[config.mk]
export PLATFORM = sky130hd
export DESIGN_NAME = signed_bcd_display_flat
export DESIGN_NICKNAME = d
export VERILOG_FILES = /design/src/rtl/signed_bcd_display_pkg.sv /design/src/rtl/signed_bcd_display_if.sv /design/src/rtl/signed_bcd_display_conv.sv /design/src/rtl/signed_bcd_display.sv /design/src/flat_wrapper.sv
export SDC_FILE = /design/constraint.sdc
export NUM_CORES = 1
export LEC_CHECK = 0
export BUFFER_PORTS_ARGS = -buffer_cell sky130_fd_sc_hd__buf_2
export CORE_MARGIN = 2
export CORE_UTILIZATION = 25
export CTS_CLUSTER_DIAMETER = 100
export CTS_CLUSTER_SIZE = 28
export DETAILED_ROUTE_END_ITERATION = 8
export PLACE_DENSITY = 0.47
export SLEW_MARGIN = 20
export SYNTH_ARGS = -nofsm -noshare
export SYNTH_HDL_FRONTEND = slang
export SYNTH_HIERARCHICAL = 1
export SYNTH_SLANG_ARGS = --single-unit
[constraint.sdc]
create_clock -name clk -period 3.44 [get_ports clk]
set_clock_uncertainty 0.2 [all_clocks]
set_input_delay 0.344 -clock clk [delete_from_list [all_inputs] [get_ports clk]]
set_output_delay 0.344 -clock clk [all_outputs]
set_load 0.02 [all_outputs]
[src/rtl/signed_bcd_display_pkg.sv]
// Shared types, segment constants and helpers for the signed BCD display driver.
package signed_bcd_display_pkg;

    localparam logic [6:0] SEG_BLANK = 7'b1111111;
    localparam logic [6:0] SEG_MINUS = 7'b0111111;
    localparam logic [6:0] SEG_E     = 7'b0000110;
    localparam logic [6:0] SEG_ZERO  = 7'b1000000;

    typedef enum logic [1:0] {IDLE, CONV, LOAD} state_t;

    // Decimal digits needed to hold 2^width-1.
    function automatic int bcd_digits(input int width);
        return (width * 3) / 10 + 1;
    endfunction

    function automatic logic [6:0] seg_decode(input logic [3:0] nibble);
        case (nibble)
            4'd0:    return 7'b1000000;
            4'd1:    return 7'b1111001;
            4'd2:    return 7'b0100100;
            4'd3:    return 7'b0110000;
            4'd4:    return 7'b0011001;
            4'd5:    return 7'b0010010;
            4'd6:    return 7'b0000010;
            4'd7:    return 7'b1111000;
            4'd8:    return 7'b0000000;
            4'd9:    return 7'b0010000;
            default: return SEG_BLANK;
        endcase
    endfunction

endpackage

[src/rtl/signed_bcd_display_if.sv]
// Value handshake between the result producer and the display driver.
interface signed_bcd_display_if #(parameter int WIDTH = 16);
    logic [WIDTH-1:0] value;
    logic             valid;
    logic             ready;

    modport master (output value, valid, input ready);
    modport slave  (input value, valid, output ready);
endinterface

[src/rtl/signed_bcd_display_conv.sv]
// Serial double-dabble: one shift-and-adjust iteration per cycle after start.
module bcd_serial_converter
    import signed_bcd_display_pkg::*;
#(
    parameter  int WIDTH = 16,
    localparam int NB    = bcd_digits(WIDTH)
) (
    input  logic              clk,
    input  logic              rst,
    input  logic              start,
    input  logic [WIDTH-1:0]  mag,
    output logic [NB*4-1:0]   bcd,
    output logic              done
);
    localparam int CW = $clog2(WIDTH);

    logic [WIDTH-1:0] shreg;
    logic [CW-1:0]    cnt;
    logic             busy;
    logic [NB*4-1:0]  adj;

    always_comb begin
        adj = bcd;
        for (int i = 0; i < NB; i++)
            if (bcd[i*4 +: 4] >= 4'd5) adj[i*4 +: 4] = bcd[i*4 +: 4] + 4'd3;
    end

    // High during the cycle whose closing edge performs the final iteration.
    assign done = busy && (cnt == CW'(WIDTH - 1));

    always_ff @(posedge clk or negedge rst) begin
        if (!rst) begin
            bcd   <= '0;
            shreg <= '0;
            cnt   <= '0;
            busy  <= 1'b0;
        end else if (start) begin
            bcd   <= '0;
            shreg <= mag;
            cnt   <= '0;
            busy  <= 1'b1;
        end else if (busy) begin
            bcd   <= {adj[NB*4-2:0], shreg[WIDTH-1]};
            shreg <= shreg << 1;
            cnt   <= cnt + CW'(1);
            if (done) busy <= 1'b0;
        end
    end
endmodule

[src/rtl/signed_bcd_display.sv]
// Signed result to multiplexed active-low 7-segment display with overflow flag.
module signed_bcd_display
    import signed_bcd_display_pkg::*;
#(
    parameter int WIDTH       = 16,
    parameter int DIGITS      = 4,
    parameter int REFRESH_DIV = 50000,
    parameter bit BLANK_LZ    = 1'b1
) (
    input  logic                 clk,
    input  logic                 rst,
    signed_bcd_display_if.slave  bus,
    output logic                 overflow,
    output logic [6:0]           segments,
    output logic [DIGITS-1:0]    display_select
);
    localparam int NB = bcd_digits(WIDTH);
    localparam int PN = (NB > DIGITS) ? NB : DIGITS;
    localparam int RW = $clog2(REFRESH_DIV + 1);
    localparam int IW = $clog2(DIGITS);

    state_t                   state, state_nx;
    logic                     start, load, conv_done, sign, ovf_nx;
    logic [WIDTH-1:0]         mag;
    logic [NB*4-1:0]          bcd;
    logic [PN*4-1:0]          bcd_pad;
    logic [DIGITS-1:0][6:0]   disp, disp_nx;
    logic [RW-1:0]            rcnt;
    logic [IW-1:0]            idx;
    int                       n;

    // Negating the most negative value wraps to 2^(WIDTH-1), which is the exact magnitude.
    assign mag = bus.value[WIDTH-1] ? (~bus.value + WIDTH'(1)) : bus.value;

    bcd_serial_converter #(.WIDTH(WIDTH)) u_conv (
        .clk(clk), .rst(rst), .start(start), .mag(mag), .bcd(bcd), .done(conv_done)
    );

    always_comb begin
        state_nx  = state;
        bus.ready = 1'b0;
        start     = 1'b0;
        load      = 1'b0;
        case (state)
            IDLE: begin
                bus.ready = 1'b1;
                if (bus.valid) begin
                    start    = 1'b1;
                    state_nx = CONV;
                end
            end
            CONV:    if (conv_done) state_nx = LOAD;
            LOAD: begin
                load     = 1'b1;
                state_nx = IDLE;
            end
            default: state_nx = IDLE;
        endcase
    end

    always_comb begin
        bcd_pad            = '0;
        bcd_pad[NB*4-1:0]  = bcd;
        disp_nx            = disp;
        n                  = 1;
        for (int i = 1; i < NB; i++)
            if (bcd[i*4 +: 4] != 4'd0) n = i + 1;
        ovf_nx = (n + int'(sign)) > DIGITS;
        for (int i = 0; i < DIGITS; i++) begin
            if (ovf_nx)        disp_nx[i] = SEG_E;
            else if (i < n)    disp_nx[i] = seg_decode(bcd_pad[i*4 +: 4]);
            else if (BLANK_LZ) disp_nx[i] = (sign && i == n) ? SEG_MINUS : SEG_BLANK;
            else               disp_nx[i] = (sign && i == DIGITS - 1) ? SEG_MINUS : SEG_ZERO;
        end
    end

    always_ff @(posedge clk or negedge rst) begin
        if (!rst) begin
            state    <= IDLE;
            sign     <= 1'b0;
            overflow <= 1'b0;
            for (int i = 0; i < DIGITS; i++)
                disp[i] <= (i == 0 || !BLANK_LZ) ? SEG_ZERO : SEG_BLANK;
        end else begin
            state <= state_nx;
            if (start) sign <= bus.value[WIDTH-1];
            if (load) begin
                disp     <= disp_nx;
                overflow <= ovf_nx;
            end
        end
    end

    // Scan runs freely; loads only change what the current digit shows.
    always_ff @(posedge clk or negedge rst) begin
        if (!rst) begin
            rcnt           <= '0;
            idx            <= '0;
            segments       <= SEG_BLANK;
            display_select <= '1;
        end else begin
            if (rcnt == RW'(REFRESH_DIV - 1)) begin
                rcnt <= '0;
                idx  <= (idx == IW'(DIGITS - 1)) ? '0 : idx + IW'(1);
            end else begin
                rcnt <= rcnt + RW'(1);
            end
            segments       <= disp[idx];
            display_select <= ~(DIGITS'(1) << idx);
        end
    end
endmodule

[src/flat_wrapper.sv]
// flat-port wrapper written by rule: the top's interface ports become plain ports
module signed_bcd_display_flat import signed_bcd_display_pkg::*;
#(
    parameter int WIDTH       = 16,
    parameter int DIGITS      = 4,
    parameter int REFRESH_DIV = 50000,
    parameter bit BLANK_LZ    = 1'b1
)
  (clk, rst, overflow, segments, display_select, bus_value, bus_valid, bus_ready);
  signed_bcd_display_if #(.WIDTH(WIDTH)) bus_i ();
  input  logic clk;
  input  logic rst;
  output logic overflow;
  output logic [6:0] segments;
  output logic [DIGITS-1:0] display_select;
  input wire logic [$bits(bus_i.value)-1:0] bus_value;
  input wire logic [$bits(bus_i.valid)-1:0] bus_valid;
  output wire logic [$bits(bus_i.ready)-1:0] bus_ready;
  assign bus_i.value = bus_value;
  assign bus_i.valid = bus_valid;
  assign bus_ready = bus_i.ready;
  signed_bcd_display #(.WIDTH(WIDTH), .DIGITS(DIGITS), .REFRESH_DIV(REFRESH_DIV), .BLANK_LZ(BLANK_LZ)) u_core (.clk(clk), .rst(rst), .bus(bus_i), .overflow(overflow), .segments(segments), .display_select(display_select));
endmodule
==> results.sh <==
export IMPL_status="complete, no violations"
export IMPL_drtAntennaViolNets=0
export IMPL_vdd_drop_max_uv=275
export IMPL_reg2regPathDepth=12
export IMPL_slowest_delay_ps=550
export IMPL_tns_ps=0
export IMPL_start_util_pct=25.2
export IMPL_grt_ovfl_total=0
export IMPL_crit_family="compound AO/OA/AOI/OAI gates"
export IMPL_crit_arrival_ps=3220
export IMPL_min_path_cells=3
export IMPL_drive_gt1_share_pct=18.9
export IMPL_synth_top_area_cell="dfrtp_1"
export IMPL_seq_area_frac_synth_pct=42.7
export IMPL_die_area_sq_um=25600
export IMPL_drv_slew=0
export IMPL_yosysUniqueCellTypes=68
export IMPL_grt_util_all_layers_pct=10.6
export IMPL_report_final_hold_viol_count=0
export IMPL_yosys_top_cells_area="dfrtp_1, dfstp_2, ha_1"
export IMPL_gp_congestion=0.735
export IMPL_fin_crit_sh_pct=92.2
export IMPL_crit_chain="inv_1 > ha_1 > or3b_2 > o21ai_0 > nand2_1 > ha_1 > ha_1 > nor2_1 > a211o_1 > o211a_2 > buf_12 > a32o_1"
export IMPL_post_drt_wl_per_cell_um=13.3
export IMPL_wl_um=12900
export IMPL_clock_latency_ps=360
export IMPL_period_needed_ps=3170
export IMPL_netlist_area_sq_um=6080
export IMPL_hp_class="input pin to flop"
export IMPL_antenna_cells=0
export IMPL_remaining_drc_errors=0
export IMPL_worst_path_buf_inv=2
export IMPL_place_area_sq_um=6620
export IMPL_reg2reg_from="u_core/u_conv/bcd[8]$_DFFE_PN0P_"
export IMPL_fmax_ghz=0.315
export IMPL_die_h_um=160
export IMPL_avgViaCountPerCell=4.49
export IMPL_cap_violations=0
export IMPL_ys_top_cells_by_count="dfrtp_1, o21ai_0, nand2_1, nor2_1, ha_1"
export IMPL_synthFlopType="dfrtp_1"
export IMPL_stdcell_area_sq_um=6920
export IMPL_clk_pin_slew_worst_paths_ps=80
export IMPL_cellLeakagePower_nw=2.88
export IMPL_cpMaxStageDelayCell="or3b_2"
export IMPL_path_class="flop to flop"
export IMPL_r2r_end="u_core/disp[3]$_DFFE_PN0N_"
export IMPL_htreeDepth=3
export IMPL_yosysMostFrequentCell="dfrtp_1"
export IMPL_num_rows=57
export IMPL_async_flop_share_pct=100
export IMPL_antenna_found_initial=0
export IMPL_area_growth_pct=13.8
export IMPL_powerDensity_nw_per_um2=755
export IMPL_clkSinkCount=102
export IMPL_post_cts_buffers=0
export IMPL_rsz0062_at_grt="no"
export IMPL_relSlewSlack_pct=42.7
export IMPL_cp_end_kind="flop"
export IMPL_vias=4354
export IMPL_syn_inst=612
export IMPL_r2r_setup_slack_ps=270
export IMPL_cts_tree="built"
export IMPL_tightest_slew_ps=860
export IMPL_final_fill_count=2603
export IMPL_cts_buffers=9
export IMPL_cp_start_kind="flop"
export IMPL_grt_pass1_wl_um=22000
export IMPL_min_delay_start="bus_value[0]"
export IMPL_portBuffers=31
export IMPL_netlist_area_leader_share_pct=28.4
export IMPL_synth_edf_count=0
export IMPL_core_area_sq_um=24100
export IMPL_synth_seq_cells=102
export IMPL_fp_dieW_um=160
export IMPL_ios=32
export IMPL_post_dp_hpwl_um=9220
export IMPL_dr_pass1_iters=5
export IMPL_grt_start_max_net_pins=58
export IMPL_min_to="u_core/u_conv/shreg[0]$_DFFE_PN0P_"
export IMPL_required_ps=3480
export IMPL_critical_path_max_fanout=23
export IMPL_synthesis_nets=670
export IMPL_drt_iter0_drc=159
export IMPL_setup_violations=0
export IMPL_avgSynthCellArea_sq_um=9.94
export IMPL_nets=698
export IMPL_yosys_warnings=6
export IMPL_first_global_vias=4252
export IMPL_root_buffer="clkbuf_16"
export IMPL_crit_top_cell="ha_1"
export IMPL_utilization_pct=28.7
export IMPL_clk_path_buf_depth=2
## registers in the layout (all words and copies together) (netlist names)
signal and flops:
u_core/rcnt 16, u_core/segments 7, u_core/sign 1, u_core/overflow 1, u_core/u_conv/busy 1, u_core/idx 2, u_core/display_select 4, u_core/state 2
u_core/disp 28, u_core/u_conv/bcd 20, u_core/u_conv/shreg 16, u_core/u_conv/cnt 4
## per-layer routing
| metal | global-route usage (%) | wire, um |
|---|---|---|
| met3 | 2.16 | 474 |
| met2 | 16.5 | 5840 |
| met5 | 0 | 0 |
| met1 | 14.6 | 6370 |
| met4 | 3.44 | 180 |
## per-stage QoR
step / power [W] / hold slack, ps / instances / setup WS, ps
after floorplan: 0.00363 / -152 / 612 / 339
after global placement: 0.00426 / 249 / 952 / 333
after detailed placement: 0.00426 / 247 / 952 / 296
after CTS: 0.00530 / 40.4 / 969 / 276
after global routing: 0.00570 / 83.1 / 969 / 122
final: 0.00522 / 49.0 / 969 / 267
## power by group
group          switching, W  internal, W  leakage [nW]
clock              0.000497     0.000509         0.142
combinational       0.00134     0.000998          1.51
sequential         0.000327      0.00156          1.23
## worst max path at each step
stage	cells after the start	startpoint	slack (ps)	end
floorplan	13	u_core/u_conv/bcd[8]$_DFFE_PN0P_	340	u_core/disp[0]$_DFFE_PN0N_
global placement	12	u_core/u_conv/bcd[8]$_DFFE_PN0P_	330	u_core/disp[3]$_DFFE_PN0N_
detailed placement	12	u_core/u_conv/bcd[8]$_DFFE_PN0P_	300	u_core/disp[3]$_DFFE_PN0N_
CTS	12	u_core/u_conv/bcd[8]$_DFFE_PN0P_	280	u_core/disp[3]$_DFFE_PN0N_
global route	12	u_core/u_conv/bcd[8]$_DFFE_PN0P_	120	u_core/disp[3]$_DFFE_PN0N_
finish	12	u_core/u_conv/bcd[8]$_DFFE_PN0P_	270	u_core/disp[3]$_DFFE_PN0N_
## layout by cell type (no fill, tap or decap), drive strengths merged, types with 14 or more instances in the layout
master	synthesis	final
a21oi	25	25
buf	16	47
dfrtp	69	69
dfstp	33	33
ha	39	39
inv	39	43
mux2i	20	20
nand2	47	47
nand2b	22	22
nand3	14	14
nor2	42	42
o21ai	60	60
xnor2	21	21
xor2	14	14
## repair_timing
| action | 4_1_cts | 5_1_grt |
|---|---|---|
| setup endpoints to repair | 0 | 0 |
| hold endpoints to repair | 36 | 0 |
| gates resized for setup | 0 | 0 |
| hold buffers | 1 | 0 |
## worst min-delay path: stages
cell	delay, ps
buf_2	110
nand2_1	50
o21ai_0	60
## kinds of logic after synthesis
group | Yosys count | synth area share, %
AOI/OAI and AO/OA | 147 | 15.9
DFF | 102 | 42.7
adders and majority gates | 39 | 8.02
xor gates and xnor gates | 35 | 5.04
and+or+nand+nor | 190 | 16.9
buffers and inverters | 70 | 5.16
muxes | 29 | 6.26
## final cells by class
class / count / area, sq um / area share [%]
clock buffers: 9 / 225 / 3.25
repair buffers: 48 / 313 / 4.52
inverters: 39 / 146 / 2.11
clock inverters: 7 / 63.8 / 0.922
multi-input cells: 440 / 3170 / 45.9
flip-flops and latches: 102 / 2590 / 37.5
well taps: 324 / 405 / 5.86
Note: power is estimated with default switching activity, not from simulation.
